===== config.mk =====
export PLATFORM = sky130hd
export DESIGN_NAME = inst_fetch_unit
export DESIGN_NICKNAME = d
export VERILOG_FILES = /design/src/rtl/inst_fetch_unit.sv
export SDC_FILE = /design/constraint.sdc
export NUM_CORES = 1
export LEC_CHECK = 0
export BUFFER_PORTS_ARGS = -buffer_cell sky130_fd_sc_hd__buf_2
export CORE_MARGIN = 1.5
export CORE_UTILIZATION = 56
export CTS_BUF_LIST = sky130_fd_sc_hd__clkbuf_8
export CTS_CLUSTER_SIZE = 8
export DETAILED_ROUTE_END_ITERATION = 7
export PLACE_DENSITY_LB_ADDON = 0.1
export SYNTH_ARGS = -nofsm -noshare
export SYNTH_HDL_FRONTEND = slang
export SYNTH_SLANG_ARGS = --single-unit
export TNS_END_PERCENT = 1

===== constraint.sdc =====
create_clock -name clk -period 3.51 [get_ports clk]
set_clock_uncertainty 0.05 [all_clocks]
set_input_delay 0.702 -clock clk [delete_from_list [all_inputs] [get_ports clk]]
set_output_delay 0.702 -clock clk [all_outputs]
set_load 0.1 [all_outputs]

===== src/rtl/inst_fetch_unit.sv =====
// rtl/inst_fetch_unit.sv - instruction fetch front-end with valid/take handshake and PC redirect
// One request outstanding at a time; NOP is presented whenever no fetched instruction is pending.
module inst_fetch_unit #(
    parameter int                ADDR_W  = 8,
    parameter int                INST_W  = 8,
    parameter logic [ADDR_W-1:0] RST_VEC = '0
) (
    input  logic              clk,
    input  logic              rst,
    output logic [ADDR_W-1:0] memAddr,
    output logic              memReq,
    input  logic [INST_W-1:0] memData,
    input  logic              memAck,
    output logic [INST_W-1:0] inst,
    output logic              instValid,
    input  logic              instTake,
    input  logic              jumpEn,
    input  logic [ADDR_W-1:0] jumpAddr,
    output logic [ADDR_W-1:0] pc
);

    localparam logic [1:0] ST_IDLE = 2'd0;
    localparam logic [1:0] ST_REQ  = 2'd1;
    localparam logic [1:0] ST_HOLD = 2'd2;

    logic [1:0]        state_q, state_d;
    logic [ADDR_W-1:0] pc_q, pc_d;
    logic [ADDR_W-1:0] mem_addr_q, mem_addr_d;
    logic              mem_req_q, mem_req_d;
    logic              inst_valid_q, inst_valid_d;
    logic [INST_W-1:0] ir_q, ir_d;
    logic [ADDR_W-1:0] next_target;

    // Jump target wins over the sequential PC when the held instruction is consumed.
    assign next_target = jumpEn ? jumpAddr : pc_q;

    always_comb begin
        state_d      = state_q;
        pc_d         = pc_q;
        mem_addr_d   = mem_addr_q;
        mem_req_d    = mem_req_q;
        inst_valid_d = inst_valid_q;
        ir_d         = ir_q;
        case (state_q)
            ST_IDLE: begin
                state_d    = ST_REQ;
                mem_req_d  = 1'b1;
                mem_addr_d = pc_q;
            end
            ST_REQ: begin
                if (memAck) begin
                    ir_d         = memData;
                    inst_valid_d = 1'b1;
                    mem_req_d    = 1'b0;
                    pc_d         = pc_q + 1'b1;
                    state_d      = ST_HOLD;
                end
            end
            ST_HOLD: begin
                if (instTake) begin
                    inst_valid_d = 1'b0;
                    mem_req_d    = 1'b1;
                    mem_addr_d   = next_target;
                    pc_d         = next_target;
                    state_d      = ST_REQ;
                end
            end
            default: begin
                state_d      = ST_IDLE;
                mem_req_d    = 1'b0;
                inst_valid_d = 1'b0;
            end
        endcase
    end

    always_ff @(posedge clk or negedge rst) begin
        if (!rst) begin
            state_q      <= ST_IDLE;
            pc_q         <= RST_VEC;
            mem_addr_q   <= RST_VEC;
            mem_req_q    <= 1'b0;
            inst_valid_q <= 1'b0;
            ir_q         <= '0;
        end else begin
            state_q      <= state_d;
            pc_q         <= pc_d;
            mem_addr_q   <= mem_addr_d;
            mem_req_q    <= mem_req_d;
            inst_valid_q <= inst_valid_d;
            ir_q         <= ir_d;
        end
    end

    assign memAddr   = mem_addr_q;
    assign memReq    = mem_req_q;
    assign instValid = inst_valid_q;
    assign pc        = pc_q;
    assign inst      = inst_valid_q ? ir_q : '0;

endmodule


==> results, run 1 <==
- The number of nets handed over by synthesis was 177.
- Dividing the detail-routed wire length by the instance count gives 14.52 µm.
- The synthesized instance count is 155.
- The share of the synthesized netlist area taken by xor and xnor gates is 0%.
- The fraction of synthesized cell area taken by the top area cell type is 48.65%.
- The number of maximum-capacitance constraint violations is 0.
- The highest fanout seen on the critical path is 11.
- Of the total synthesized cell area, the portion taken by full adders, half adders and majority gates is 0.8688%.
- After layout, the worst setup slack is 1.375 ns.
- The most used flip-flop cell after synthesis is sky130_fd_sc_hd__dfrtp_1.
- The die outline height is 53.71 µm.
- Setup violations remaining at the end of the flow were counted as 0.
- From synthesis to final layout, the design area changed by 18.85%.
- Sequential elements use 48.65% of the synthesized area.
- The synthesized netlist occupies a cell area of 1440 µm².
- The number of antenna diodes is 0.
- The maximum number of pins on one net before global-route repair is 29.
- The initial antenna violation count is 0.
- After detailed routing, the number of vias per cell comes to 5.708.
- STA classifies the critical path startpoint as a register.
- Of the cells placed in the final design, the portion with a size suffix greater than 1 is 27.04%.
- Dividing the final minimum period by the clock period gives 60.83%.
- The overflow left after global routing is 0.
- The pre-CTS setup slack is 1.527 ns.
- The worst pin sits at a relative slew slack of 58.87%.
- The number of resized instances in the post-cts repair step is 0.
- For the pin with the worst max-slew slack, the measured transition is 0.6169 ns.
- For this run, the share of the core covered by cells in the final layout is 69.72%.
- The area of the placeable core is 2455 µm².
- The number of clock sinks is 28.
- The count of standard-cell rows is 18.
- The routed design has 3.282 mm of wire.
- The floorplan step defined a die boundary enclosing 2885 µm².
- STA classifies the critical path endpoint as an output pin.
- The total I/O pin count is 47.
- The number of warnings issued by yosys is 0.
- The first-pass GRT wire length is 5.140 mm.
- After synthesis, the cell types taking the most area are sky130_fd_sc_hd__dfrtp_1 49%, sky130_fd_sc_hd__nand2_1 9.9%, sky130_fd_sc_hd__o21ai_0 3.8%.
- Detailed placement finished with a half-perimeter wire length of 2.388 mm.
- In this run, post-CTS hold repair placed 0 buffers.
- For this block, the via count after detailed routing is 1290.
- The tree is rooted in a sky130_fd_sc_hd__clkbuf_8.
- Fill cells in the final layout number 206.
- Multiplexer cells account for 5.039% of the synthesized area.
- STA puts the critical path data required time at 2.76 ns.
- The run finished with clean final reports.
- The congestion estimate from routability-driven global placement came to 0.8839.
- In this run the deepest clock path goes through 2 buffers.
- Synthesis inferred 28 register bits.
- The final critical delay including setup and external delays is 2.135 ns.
- The count of pins over their slew limit is 0.
- Summing the areas of all and, or, nand and nor instances in the mapped netlist gives 22.94% of the synthesized area.
- Summing the areas of all compound-gate instances in the mapped netlist gives 18.16% of the synthesized area.
- At the later pin of the worst-skew pair, clock insertion delay measures 0.28 ns.
- The total routing resource utilization after global routing is 24.62%.
- Derived from the worst setup path, the maximum achievable clock frequency is 468.3 MHz.
- The combinational family with the most area after synthesis is simple AND/OR/NAND/NOR gates.
- sky130_fd_sc_hd__dfrtp_1 takes more of the synthesized area than any other cell.
- The category of the critical setup timing path is register to output pin.
- Buffers added to address setup during post-CTS repair amount to 0.
- The initial core utilization is 58.66%.
- sky130_fd_sc_hd__nand2_1 is the most common cell in the netlist.
- The total count of hold-check failures in the final report is 0.
- The synthesized design contains 0 enable-type register cells.
- In the synthesized netlist the async set-or-reset flop fraction comes to 100.0%.
- The detailed-routing iteration count for the pre-antenna-repair pass is 4.
- The number of global-route vias before repair is 1177.
- Setup repair after global routing left no endpoint under its margin.
- The maximum level of the CTS H-tree is 1.
- For the final routed database, the setup TNS stands at 0 ns.
- Clock-pin slew was measured on the worst setup and hold paths at 0.09 ns.
- The number of buffers added by the clock tree synthesis step is 3.
- The class of the worst hold path is input pin to async pin.
- The first routing iteration left 48 violations.
- In this run the register-to-register setup slack is 1.65 ns.
- The commonest cells after synthesis are 38 x sky130_fd_sc_hd__nand2_1, 28 x sky130_fd_sc_hd__dfrtp_1, 11 x sky130_fd_sc_hd__o21ai_0.
- The average size of a mapped cell is 9.291 µm².
- The x dimension of the die is 53.71 µm.
- In the routed design, unresolved DRC markers number 0.
- The net count of the finished layout is 219.
- The data arrival time of the worst path is 1.38 ns.
- The final antenna-violating net count is 0.
- The count of different cell masters after synthesis is 42.
- The quantity of I/O buffers inserted on ports is 46.
- TritonCTS built the clock tree.
kinds of logic after synthesis:
kind of cell | after synthesis
AND/OR/NAND/NOR | 68
buffers and inverters | 12
AO/OA/AOI/OAI | 39
multiplexers | 7
flip-flops | 28
adder cells (fa/ha/maj) | 1
flip-flops by register name, indices dropped and copies added, names as in the netlist:
name       count
ir_q           8
memAddr        8
pc             8
state_q        2
instValid      1
memReq         1
path summary, 6_finish.rpt:
kind | start | to | cells after the start
max | instValid | inst[1] | 2
min | rst | memAddr[4] | 1
max reg2reg | state_q[0] | pc[7] | 3
min reg2reg | ir_q[4] | ir_q[4] | 2
max in group asynchronous | rst | ir_q[0] | 1
min in group clk | ir_q[4] | ir_q[4] | 2
metal layers:
| metal | vias to the layer above | part of all wire, % | global-route usage, % |
|---|---|---|---|
| met2 | 51 | 48 | 40.45 |
| met4 | 0 | 1.6 | 11.97 |
| li1 | 626 | - | - |
| met5 | - | 0 | 0 |
| met1 | 608 | 44 | 32.14 |
| met3 | 5 | 5.9 | 2.778 |
stage by stage:
stage / hold slack [ns] / area, µm² / cells
3_3_place_gp: 0.4030 / 1657 / 222
5_1_grt: 0.4352 / 1712 / 226
6_report: 0.3749 / 1712 / 226
3_5_place_dp: 0.4045 / 1657 / 222
2_1_floorplan: 0.3564 / 1440 / 155
4_1_cts: 0.3970 / 1712 / 226
area by class of cell:
cell class                      count  area (µm²)  share of cell area (%)
Clock buffer                        4       55.05                   3.216
Tap cell                           30       37.54                   2.193
Multi-Input combinational cell    115       676.9                   39.55
Timing Repair Buffer               46       230.2                   13.45
Inverter                            3       11.26                  0.6579
Sequential cell                    28       700.7                   40.94
worst max-delay path: stages, from the launching register on:
cell and delay, ns:
sky130_fd_sc_hd__dfrtp_1 0.51, sky130_fd_sc_hd__and2_1 0.18, sky130_fd_sc_hd__buf_2 0.42
layout by cell type, fill, tap and decap left out:
master,n
sky130_fd_sc_hd__and3_2,1
sky130_fd_sc_hd__buf_2,46
sky130_fd_sc_hd__o21ai_0,11
sky130_fd_sc_hd__nand3_1,5
sky130_fd_sc_hd__a21o_1,1
sky130_fd_sc_hd__nand3b_1,1
sky130_fd_sc_hd__mux2i_1,5
sky130_fd_sc_hd__or3_1,1
sky130_fd_sc_hd__nand2_1,38
sky130_fd_sc_hd__o32ai_1,2
sky130_fd_sc_hd__nand4_1,1
sky130_fd_sc_hd__a21oi_1,7
sky130_fd_sc_hd__a32oi_1,1
sky130_fd_sc_hd__a22oi_1,2
sky130_fd_sc_hd__nand2b_1,2
sky130_fd_sc_hd__and2_1,8
sky130_fd_sc_hd__nor2b_1,1
sky130_fd_sc_hd__or4_1,1
sky130_fd_sc_hd__and3b_1,1
sky130_fd_sc_hd__o22a_1,6
sky130_fd_sc_hd__mux2_2,1
sky130_fd_sc_hd__a31oi_1,1
sky130_fd_sc_hd__mux2_1,1
sky130_fd_sc_hd__o31ai_1,1
sky130_fd_sc_hd__inv_1,3
sky130_fd_sc_hd__o21bai_1,1
sky130_fd_sc_hd__o211ai_1,2
sky130_fd_sc_hd__clkbuf_8,4
sky130_fd_sc_hd__o311ai_0,1
sky130_fd_sc_hd__dfrtp_1,28
sky130_fd_sc_hd__a21boi_0,1
sky130_fd_sc_hd__and4b_1,1
sky130_fd_sc_hd__ha_1,1
sky130_fd_sc_hd__a32o_1,1
sky130_fd_sc_hd__o21a_1,1
sky130_fd_sc_hd__nor2_1,3
sky130_fd_sc_hd__and3_1,3
sky130_fd_sc_hd__nand3_2,1
Power of run 1 is not shown: default switching activity piles up to over one toggle a cycle in this logic, so the estimate is an artifact.
==> run 2: changes to the inputs <==
--- a/config.mk
+++ b/config.mk
@@ -7,7 +7,7 @@
 export LEC_CHECK = 0
 export BUFFER_PORTS_ARGS = -buffer_cell sky130_fd_sc_hd__buf_2
 export CORE_MARGIN = 1.5
-export CORE_UTILIZATION = 56
+export CORE_UTILIZATION = 47
 export CTS_BUF_LIST = sky130_fd_sc_hd__clkbuf_8
 export CTS_CLUSTER_SIZE = 8
 export DETAILED_ROUTE_END_ITERATION = 7
==> constraint.sdc (replaced) <==
create_clock -name clk -period 1.9 [get_ports clk]
set_clock_uncertainty 0.05 [all_clocks]
set_input_delay 0.38 -clock clk [delete_from_list [all_inputs] [get_ports clk]]
set_output_delay 0.38 -clock clk [all_outputs]
set_load 0.1 [all_outputs]
==> run 2 against run 1 <==
Cell area is 2.9% higher; setup slack worse by 1.2 ns; non-clock buffer count is 2 higher; cell count is 1.3% higher; wire length is 5.0% higher; first-iteration DRC count is 2.1% lower; critical endpoint is now inst[0]; flip-flop and latch count stayed put.
==> results, run 2 (same netlist as run 1, synthesis figures left out) <==
- The area growth from synthesis to layout is 22.33%.
- The number of vias in the routed layout is 1303.
- TritonCTS built the clock tree.
- The total count of hold-check failures in the final report is 0.
- On the critical path, the stage with the largest delay is an instance of sky130_fd_sc_hd__dfrtp_2.
- The class of the worst hold path is input pin to async pin.
- The final layout contains 221 nets.
- Wires add up to 3.446 mm.
- The post-place instance area is 1688 µm².
- The detail route stage leaves a number of antenna-violating nets equal to 0.
- Setup violations remaining at the end of the flow were counted as 0.
- The detailed-routing iteration count for the pre-antenna-repair pass is 4.
- The final cell area excluding filler cells is 1762 µm².
- In this run the count of I/O pins placed on the die edge is 47.
- The peak per-stage delay on the critical path is 0.46 ns.
- The initial antenna violation count is 0.
- The maximum level of the CTS H-tree is 1.
- Broken down by cell family, the worst path's largest delay share belongs to flip-flops.
- For this run, the top clock speed supported by timing is 571.4 MHz.
- The count of standard-cell rows is 19.
- The signal on the critical path passes through and2_2, buf_2.
- The cell at the root of the clock tree is sky130_fd_sc_hd__clkbuf_8.
- The final worst-path cycle share is 92.11%.
- The count of pins over their slew limit is 0.
- Along the worst path, the maximum fanout reaches 11.
- In this run, the number of DRC markers left after iteration 0 of detailed routing was 47.
- The sequential cell area in the final layout is 705.7 µm².
- The multi-input combinational cells in the finished layout cover a total of 689.4 µm².
- In this run the tool buffered the top-level ports with 46 buffer cells.
- Measured against its own limit, the worst slew margin works out to 57.18%.
- The number of antenna diodes in the final layout is 0.
- At the pin with the least slew margin, the transition time is 0.6423 ns.
- The cts-stage hold buffer count is 0.
- The library cells used most frequently in the layout, excluding fill and tap cells, are 46 x sky130_fd_sc_hd__buf_2, 38 x sky130_fd_sc_hd__nand2_1, 24 x sky130_fd_sc_hd__dfrtp_1, 11 x sky130_fd_sc_hd__o21ai_0, 8 x sky130_fd_sc_hd__and2_2.
- Counting both buffers and inverters, the worst setup path holds a total of 1.
- The die outline height is 58.36 µm.
- Summed over all nets, the half-perimeter wirelength after detailed placement is 2.482 mm.
- After global routing the overflow that remains totals 0.
- The number of global-route vias before repair came to 1261.
- Setup repair after global routing left no endpoint under its margin.
- The most common cell after layout, fill and taps aside is sky130_fd_sc_hd__buf_2.
- The final critical delay including setup and external delays is 1.750 ns.
- The final RePlAce weighted congestion is 0.8281.
- The first-pass GRT wire length is 5.727 mm.
- The maximum number of pins on one net before global-route repair is 29.
- The total routing resource utilization after global routing is 21.94%.
- The clock insertion delay at the later pin of the skew report is 0.28 ns.
- The die is 58.36 µm wide.
- The setup path with the least slack is of type register to output pin.
- The type of element capturing the critical path is an output pin.
- The buffer levels on the longest clock path is 2.
- The tool flagged a number of max-cap violations equal to 0.
- The clock transition at the register clock pins on the worst setup and hold paths after CTS is 0.10 ns.
- For this run, design rule violations remaining after detail routing come to 0.
- The die covers 3405 µm².
- The type of element launching the critical path is a register.
- The run finished with clean final reports.
- The filler cell count in the final layout is 259.
- The number of clock sinks is 28.
- The critical path data required time is 1.47 ns.
- The data arrival time of the worst path is 1.32 ns.
- TritonCTS created 3 clock buffers.
- The floorplan step defined a core boundary enclosing 2829 µm².
- The via-per-instance ratio is 5.690.
- The share of cells above drive strength 1 is 34.34%.
- The routed length per instance is 15.05 µm.
- Once the floorplan was initialized, standard cells occupied 50.91% of the core.
-- run 2: cell types whose count changed in the layout (fill, tap and decap cells not counted) --
cell                        before  now
sky130_fd_sc_hd__and2_1          8    0
sky130_fd_sc_hd__and2_2          0    8
sky130_fd_sc_hd__dfrtp_1        28   24
sky130_fd_sc_hd__dfrtp_2         0    4
sky130_fd_sc_hd__buf_4           0    2
sky130_fd_sc_hd__bufinv_16       0    1
sky130_fd_sc_hd__clkbuf_8        4    3
sky130_fd_sc_hd__nor2b_1         1    0
sky130_fd_sc_hd__nor2b_2         0    1
-- run 2: cell type report --
type                    count  area share [%]
clock buffers               3           2.344
well taps                  31           2.202
flip-flops and latches     28           40.06
inverters                   3          0.6392
multi-input cells         115           39.13
repair buffers             48           13.92
clock inverters             1           1.705
-- run 2: repair_timing --
action | in CTS | in global routing
gates resized for setup | 0 | 1
setup buffers | 0 | 0
endpoints found under the setup margin | 0 | 4
-- run 2: per-layer routing --
metal	share of wire, %	vias up	track usage [%]
met4	0.96	0	5.980
li1	-	631	-
met5	0	-	0
met1	48	636	30.39
met2	47	31	36.28
met3	4.0	5	3.077
-- run 2: stage by stage --
stage	hold slack, ns	setup TNS (ns)	cells	setup WS [ns]	utilization [%]
after global routing	0.1087	0	229	0.09448	62.27
after global placement	0.3730	0	225	0.2652	59.66
final	0.06499	0	229	0.1498	62.27
after detailed placement	0.3868	0	225	0.1468	59.66
after floorplan	0.03441	-0.05954	155	-0.05866	-
after CTS	0.08171	0	229	0.1090	62.18
-- run 2: worst paths after layout --
check	startpoint	endpoint	slack, ns	depth (start not counted)
max in group asynchronous	rst	instValid	1.28	1
worst max register to register	state_q[1]	memAddr[4]	0.24	4
worst min-delay path	rst	pc[4]	0.06	1
min in group clk	memData[0]	ir_q[0]	0.23	3
worst min register to register	ir_q[2]	ir_q[2]	0.43	2
worst max-delay path	instValid	inst[0]	0.15	2
Power of run 2 is left out for the same reason.
==> run 3: changes to the inputs <==
--- a/config.mk
+++ b/config.mk
@@ -6,8 +6,9 @@
 export NUM_CORES = 1
 export LEC_CHECK = 0
 export BUFFER_PORTS_ARGS = -buffer_cell sky130_fd_sc_hd__buf_2
+export CORE_ASPECT_RATIO = 0.7
 export CORE_MARGIN = 1.5
-export CORE_UTILIZATION = 47
+export CORE_UTILIZATION = 52
 export CTS_BUF_LIST = sky130_fd_sc_hd__clkbuf_8
 export CTS_CLUSTER_SIZE = 8
 export DETAILED_ROUTE_END_ITERATION = 7
==> constraint.sdc (replaced) <==
create_clock -name clk -period 1.8 [get_ports clk]
set_clock_uncertainty 0.05 [all_clocks]
set_input_delay 0.36 -clock clk [delete_from_list [all_inputs] [get_ports clk]]
set_output_delay 0.36 -clock clk [all_outputs]
set_load 0.1 [all_outputs]
==> run 3 against run 2 <==
Register-to-register slack worse by 0.09 ns; setup slack got worse by 0.068 ns; first-iteration DRC count is 79% higher; sequential share of layout area grew 0.29 points; highest routed layer unchanged; critical path depth is the same; largest cell class unchanged; wire length down 1.7%; cell count rose by 1.3%; hold slack worse by 0.027 ns.
==> results, run 3 (same netlist as run 1, synthesis figures left out) <==
- At the end of routability-driven placement, the weighted congestion stood at 0.9043.
- The clock passes through at most 2 buffers.
- The number of antenna diodes is 0.
- The worst hold slack is 0.03787 ns.
- The maximum level of the CTS H-tree is 1.
- STA puts the critical path data required time at 1.39 ns.
- In this run the remaining antenna-violating nets after routing total 0.
- The detailed-routing iteration count for the pre-antenna-repair pass is 4.
- The most common cell after layout, fill and taps aside is sky130_fd_sc_hd__buf_2.
- TritonCTS created 3 clock buffers.
- Dividing the detail-routed via count by the number of cells gives 5.642.
- Setup slack on the worst reg-to-reg path comes out at 0.15 ns.
- The first global-routing pass estimated 5.444 mm of wire.
- In the final routed layout, each cell accounts on average for 14.61 µm.
- For the worst-skew pair, the clock arrives at the later sink with an insertion delay of 0.28 ns.
- The count of pins over their slew limit was 0.
- The number of buffers and inverters on the critical path is 1.
- The class of the worst hold path is input pin to async pin.
- The number of resized instances in the post-cts repair step is 0.
- Fill cells in the final layout number 223.
- Among all stages on the critical path, the largest delay is contributed by sky130_fd_sc_hd__dfrtp_2.
- The quantity of I/O buffers inserted on ports is 46.
- For this configuration, the core starts out at a cell density of 56.42%.
- The final critical delay including setup and external delays is 1.718 ns.
- The cts-stage hold buffer count is 0.
- The total overflow left after global routing is 0.
- 47 I/O pins were placed.
- From bottom edge to top edge, the die measures 47.03 µm.
- For this block, the via count after detailed routing is 1309.
- The run finished with clean final reports.
- Data on the critical path arrives at its endpoint at 1.31 ns.
- In this run the core area contains 15 standard-cell rows.
- For the pin with the worst max-slew slack, the measured transition is 0.6083 ns.
- The cell at the root of the clock tree is sky130_fd_sc_hd__clkbuf_8.
- Timing would allow up to 581.9 MHz.
- Setup repair after global routing left no endpoint under its margin.
- For this run, design rule violations remaining after detail routing come to 0.
- Leaving out fill and tap cells, the most frequent cells in the layout are 46 x sky130_fd_sc_hd__buf_2, 38 x sky130_fd_sc_hd__nand2_1, 24 x sky130_fd_sc_hd__dfrtp_1, 11 x sky130_fd_sc_hd__o21ai_0, 8 x sky130_fd_sc_hd__and2_2.
- The peak per-stage delay on the critical path is 0.46 ns.
- The total routing resource utilization after global routing is 23.53%.
- Compared with the post-synthesis result, the final layout area differs by 21.46%.
- On the critical path the largest part of the delay comes from flip-flops.
- The worst slew margin relative to its limit is 59.45%.
- STA classifies the critical path startpoint as a register.
- The starting DRC count in detailed routing is 84.
- The category of the critical setup timing path is register to output pin.
- The type of element capturing the critical path is an output pin.
- The worst path uses 95.47% of the clock period.
- The x dimension of the die is 65.90 µm.
- The initial antenna violation count was 0.
- The share of cells above drive strength 1 is 34.34%.
- Across the run, the number of max-cap violations was 0.
- The area of the die is 3099 µm².
- Post-CTS timing repair inserted 0 buffers for setup.
- CTS saw 28 sinks.
- The number of global-route vias before repair came to 1135.
- The net count of the finished layout is 221.
- The final layout contains routed wiring with a total length of 3.389 mm.
- Timing analysis after detailed placement gives a worst setup slack of 0.08437 ns.
- The core region is 2552 µm².
- The total count of hold-check failures in the final report is 0.
- Detailed placement ended at an HPWL of 2.509 mm.
- The highest fanout seen on the critical path is 11.
- The final worst-path setup slack is 0.08156 ns.
- The maximum number of pins on one net before global-route repair is 29.
- The TritonCTS clock tree is yes.
- Setup violations remaining at the end of the flow were counted as 0.
- The signal on the critical path passes through and2_2, buf_2.
- The clock transition at the register clock pins on the worst setup and hold paths after CTS is 0.10 ns.
[run 3: cell count changes in the layout (fill, tap and decap cells not counted), sizes merged]
cell / change
clkbuf: +1
bufinv: -1
[run 3: worst register-to-register path: stages (launching register included)]
cell and delay (ns):
sky130_fd_sc_hd__dfrtp_1 0.62, sky130_fd_sc_hd__and3b_1 0.37, sky130_fd_sc_hd__nand4_1 0.13, sky130_fd_sc_hd__mux2_1 0.32
sky130_fd_sc_hd__nor2_1 0.10
[run 3: area by class of cell]
class,count,area (µm²),share of cell area [%]
inverter,3,11.26,0.6438
sequential,28,705.7,40.34
timing repair buffer,48,245.2,14.02
multi-input combinational,115,689.4,39.41
tap,34,42.54,2.432
clock buffer,4,55.05,3.147
[run 3: stage by stage]
stage	instance area [µm²]	setup TNS (ns)	instances	utilization (%)
after floorplan	1455	-0.2595	155	-
after global placement	1692	0	228	66.27
after detailed placement	1692	0	228	66.27
after CTS	1747	0	232	68.43
after global routing	1749	0	232	68.53
final	1749	0	232	68.53
[run 3: layer usage]
metal | vias to the layer above | part of all wire (%) | GRT usage, %
met2 | 49 | 47 | 37.58
met1 | 627 | 46 | 34.04
met5 | - | 0 | 0
met4 | 0 | 0.35 | 4.167
met3 | 2 | 6.5 | 5.036
li1 | 631 | - | -
[run 3: final timing paths]
| path | from | end | depth (start not counted) |
|---|---|---|---|
| setup / recovery | instValid | inst[0] | 2 |
| hold / removal | rst | ir_q[1] | 1 |
| setup reg to reg | state_q[0] | pc[4] | 4 |
| hold reg to reg | ir_q[2] | ir_q[2] | 2 |
| max in group asynchronous | rst | pc[1] | 1 |
| min in group clk | memData[1] | ir_q[1] | 3 |
Power of run 3 is left out for the same reason.
